`src/rtl/spi_reg_write_arbiter.sv`:
```
`default_nettype none
// ============================================================================
// spi_reg_write_arbiter: round-robin sharing of the spi_slave write port
// among telemetry sources, publishing only changed or refreshed values.
// Revision: 1.0
// ============================================================================
module spi_reg_write_arbiter #(
   parameter int N_SRC  = 4,
   parameter int DATA_W = 32,
   parameter int ADDR_W = 32
) (
   input  logic                     clk,
   input  logic                     reset,
   input  logic [N_SRC*DATA_W-1:0]  src_data,
   input  logic [N_SRC*ADDR_W-1:0]  src_addr,
   input  logic [N_SRC-1:0]         src_en,
   input  logic                     refresh,
   output logic                     wr_en,
   output logic [ADDR_W-1:0]        wr_addr,
   output logic [DATA_W-1:0]        wr_data,
   output logic [$clog2(N_SRC)-1:0] grant_id,
   output logic                     busy
);
   localparam int GID_W = $clog2(N_SRC);
   localparam logic [GID_W-1:0] LAST_SRC = GID_W'(N_SRC - 1);

   logic [DATA_W-1:0] data_a [N_SRC];
   logic [ADDR_W-1:0] addr_a [N_SRC];
   logic [DATA_W-1:0] shadow [N_SRC];
   logic [N_SRC-1:0]  rfr;
   logic [N_SRC-1:0]  rfr_nxt;
   logic [N_SRC-1:0]  pending;
   logic [GID_W-1:0]  ptr;
   logic [GID_W-1:0]  gnt;
   logic              found;

   generate
      for (genvar i = 0; i < N_SRC; i++) begin : g_src
         assign data_a[i]  = src_data[i*DATA_W +: DATA_W];
         assign addr_a[i]  = src_addr[i*ADDR_W +: ADDR_W];
         assign pending[i] = src_en[i] & (rfr[i] | (data_a[i] != shadow[i]));
      end
   endgenerate

   assign busy = |pending;

   // Scan starts just after the last granted source, wrapping at N_SRC.
   always_comb begin
      logic [GID_W-1:0] idx;
      idx   = '0;
      gnt   = ptr;
      found = 1'b0;
      for (int k = 1; k <= N_SRC; k++) begin
         idx = GID_W'((int'(ptr) + k) % N_SRC);
         if (!found && pending[idx]) begin
            found = 1'b1;
            gnt   = idx;
         end
      end
   end

   // A refresh landing on the grant cycle re-arms the granted source.
   always_comb begin
      rfr_nxt = '0;
      for (int i = 0; i < N_SRC; i++) begin
         rfr_nxt[i] = (rfr[i] & ~(found && (gnt == GID_W'(i)))) | (refresh & src_en[i]);
      end
   end

   always_ff @(posedge clk) begin
      if (reset) begin
         wr_en    <= 1'b0;
         wr_addr  <= '0;
         wr_data  <= '0;
         grant_id <= '0;
         ptr      <= LAST_SRC;
         rfr      <= '1;
         for (int i = 0; i < N_SRC; i++) begin
            shadow[i] <= '0;
         end
      end else begin
         rfr <= rfr_nxt;
         if (found) begin
            wr_en       <= 1'b1;
            wr_addr     <= addr_a[gnt];
            wr_data     <= data_a[gnt];
            grant_id    <= gnt;
            shadow[gnt] <= data_a[gnt];
            ptr         <= gnt;
         end else begin
            wr_en <= 1'b0;
         end
      end
   end

endmodule
`default_nettype wire

```
`config.mk`:
```
export PLATFORM = sky130hd
export DESIGN_NAME = spi_reg_write_arbiter
export DESIGN_NICKNAME = d
export VERILOG_FILES = /design/src/rtl/spi_reg_write_arbiter.sv
export SDC_FILE = /design/constraint.sdc
export NUM_CORES = 1
export LEC_CHECK = 0
export CAP_MARGIN = 20
export CORE_MARGIN = 5
export CORE_UTILIZATION = 50
export DETAILED_ROUTE_END_ITERATION = 8
export PLACE_DENSITY = 0.95
export SLEW_MARGIN = 30
export SYNTH_ARGS = -nofsm -noshare
export SYNTH_HDL_FRONTEND = slang
export SYNTH_SLANG_ARGS = --single-unit
export TNS_END_PERCENT = 100
```
`constraint.sdc`:
```
create_clock -name clk -period 8.6 [get_ports clk]
set_input_delay 1.72 -clock clk [delete_from_list [all_inputs] [get_ports clk]]
set_output_delay 1.72 -clock clk [all_outputs]
set_load 0.1 [all_outputs]
```
==> results.py <==
metrics = {
    "floorplan": {
        "die_area_sq_um": 23400,
        "die_h_microns": 153,
        "dieWidth_microns": 153,
        "rows": 52,
        "pin_count": 331,
        "core_sq_um": 20200,
        "start_util": 0.506,
    },
    "yosys": {
        "synth_enable_flop_cells": 128,
        "ys_types": 36,
        "syn_area_sq_um": 10200,
        "ys_ff_latch": 201,
        "synth_top_area_cell": "edfxtp_1",
        "ys_top_cells_by_area": "edfxtp_1 38%, dfxtp_1 14%, mux2i_1 13%, xor2_1 9.6%, nor4_1 7.4%",
        "synth-async-reset-ratio": 0,
        "ys.flop_type": "edfxtp_1",
        "synth_nets": 1136,
        "synth.avg_cell_area_sq_um": 11.7,
        "yosysTopAreaCellShare": 0.376,
        "yosys_warnings": 0,
        "yosysSeqAreaShare": 0.519,
        "postSynthCellCount": 873,
    },
    "global_routing": {
        "grt-ovfl-total": 0,
        "grt_usage": 0.298,
        "grt_pass1_wl_mm": 54.8,
        "grt_max_degree": 97,
        "antenna_found_initial": 1,
        "first_global_vias": 9150,
    },
    "status": {
        "status": "complete, no violations",
    },
    "sta": {
        "fmax_mhz": 155,
        "period_share": 0.752,
        "setup_tns_ns": 0,
        "hold_viol": 0,
        "rsz0062_at_grt": "no",
        "finClkSkew_ns": 0.0288,
        "max_slew.worst_pin.slew_ns": 1.03,
        "setup_viol": 0,
        "fin_ws_ns": 2.13,
        "slew_headroom": 0.311,
        "slew_violations": 0,
        "post-route-min-period_ns": 6.47,
    },
    "detailed_routing": {
        "wirelength_mm": 36.9,
        "drt_iter0_markers": 891,
        "vias": 9226,
        "wl_per_cell_microns": 25.4,
        "first_pass_iters": 6,
        "drc": 0,
        "routed_via_density": 6.35,
        "ant_nets": 0,
    },
    "final_layout": {
        "seqCellArea_sq_um": 5310,
        "multi_input_area_sq_um": 4620,
        "drive_above_1_share": 0.0575,
        "final_area_sq_um": 14300,
        "layoutNonFillerInstCount": 1452,
        "nFillCells": 1367,
        "area_growth_pct": 40.3,
        "nNetsFinal": 1429,
        "final_common_cell": "clkdlybuf4s50_1",
        "layout_common_cells": "320 x clkdlybuf4s50_1, 128 x mux2i_1, 128 x edfxtp_1",
        "n_antenna_cell": 0,
    },
    "run": {
        "drv_cap": 0,
    },
    "worst_setup_path": {
        "cp-start-kind": "input pin",
        "arrival_ns": 4.75,
        "cp.required_ns": 6.88,
        "r2r_start": "shadow[3][24]",
        "r2r_slack_ns": 4.17,
        "end_kind": "output pin",
        "worstRegToRegCells": 9,
        "path_max_fanout": 13,
        "reg2reg_to": "shadow[1][16]",
        "worst-setup-path-type": "in -> out",
    },
    "clock_network": {
        "ctsResizeCount": 0,
        "numCtsBuffers": 22,
        "path_clk_slew_ns": 0.06,
        "cts_tree": "yes",
        "cts-root-buf": "clkbuf_16",
        "postCtsSetupBuffers": 0,
        "clk_latency_ns": 0.52,
        "htree_levels": 1,
        "cts_sinks": 201,
        "clockBufferDepth": 3,
        "holdBufCountCts": 0,
    },
    "placement": {
        "gp_congestion": 0.934,
        "dpl.cell_count": 1412,
        "dpl.hpwl_mm": 26.5,
        "dp_slack_ns": 1.63,
        "postPlaceCellArea_sq_um": 13600,
        "portBuffers": 330,
    },
    "worst_hold_path": {
        "min_from": "wr_data[17]",
        "min_delay_path_depth": 2,
        "hp-class": "reg -> reg",
        "holdPathEnd": "wr_data[17]",
    },
    "pwr": {
        "vdd_drop_max_mv": 0.151,
        "p_per_area_nw_per_um2": 233,
        "p_leak_nw": 5.38,
        "totalPowerFinal_w": 0.00333,
    },
}
[state kept, by name (all words and copies together) (netlist names)]
signal and flops:
grant_id 2, wr_addr 32, wr_en 1, ptr 2, rfr 4, wr_data 32
shadow 128
[synth_stat cells, types with 9 or more instances]
| cell | number |
|---|---|
| edfxtp_1 | 128 |
| o221ai_1 | 66 |
| nor4_1 | 120 |
| xor2_1 | 112 |
| clkbuf_1 | 37 |
| dfxtp_1 | 73 |
| buf_4 | 12 |
| nand2_1 | 74 |
| o22ai_1 | 32 |
| xnor2_1 | 16 |
| nand4_1 | 9 |
| buf_2 | 14 |
| mux2i_1 | 128 |
[final cells by class]
class / instances / area share
timing repair buffer: 340 / 0.233
inverter: 4 / 0.00105
sequential: 201 / 0.370
tap: 270 / 0.0236
clock buffer: 30 / 0.0456
clock inverter: 10 / 0.00376
multi-input combinational: 597 / 0.323
[kinds of logic (layout without fill, tap and decap cells)]
| group | count (synthesis) | after routing | share of synthesized area |
|---|---|---|---|
| simple gates | 223 | 223 | 0.116 |
| flops | 201 | 201 | 0.519 |
| xor+xnor | 128 | 128 | 0.110 |
| mux | 128 | 128 | 0.125 |
| compound gates | 118 | 118 | 0.0946 |
| buf+inv | 75 | 384 | 0.0344 |
[stage by stage]
stage          hold WS (ns)   util
2_1_floorplan         0.449      -
3_3_place_gp          0.442  0.676
3_5_place_dp          0.446  0.675
4_1_cts               0.462  0.710
5_1_grt               0.488  0.710
6_report              0.463  0.710
[worst max-delay path, cell delays in order]
cell             delay [ns]
clkdlybuf4s50_1        0.52
xor2_1                 0.17
nor4_1                 0.56
nand4_1                0.23
o31ai_2                0.42
nand4_1                0.58
buf_2                  0.53
[worst max path at each step]
stage                             start   end  slack [ns]
after CTS                 src_data[120]  busy        1.60
after global routing       src_data[10]  busy        2.05
after floorplan            src_data[12]  busy        3.46
after detailed placement  src_data[120]  busy        1.63
after global placement    src_data[120]  busy        1.67
final                     src_data[120]  busy        2.13
[layer usage]
layer  global-route usage  wire (microns)  vias to the layer above
met5                    0              14                        -
met4                0.113            1610                        2
met3               0.0766            4370                      120
met2                0.477           17400                      696
met1                0.392           13500                     4388
li1                     -               -                     4020
[power breakdown]
part           switching, W  leakage, nW  internal [W]
Sequential        0.0000712         1.96       0.00119
Combinational      0.000788         3.07      0.000359
Clock              0.000391        0.352      0.000533
Total               0.00125         5.38       0.00208
Note: power is estimated with default switching activity, not from simulation.
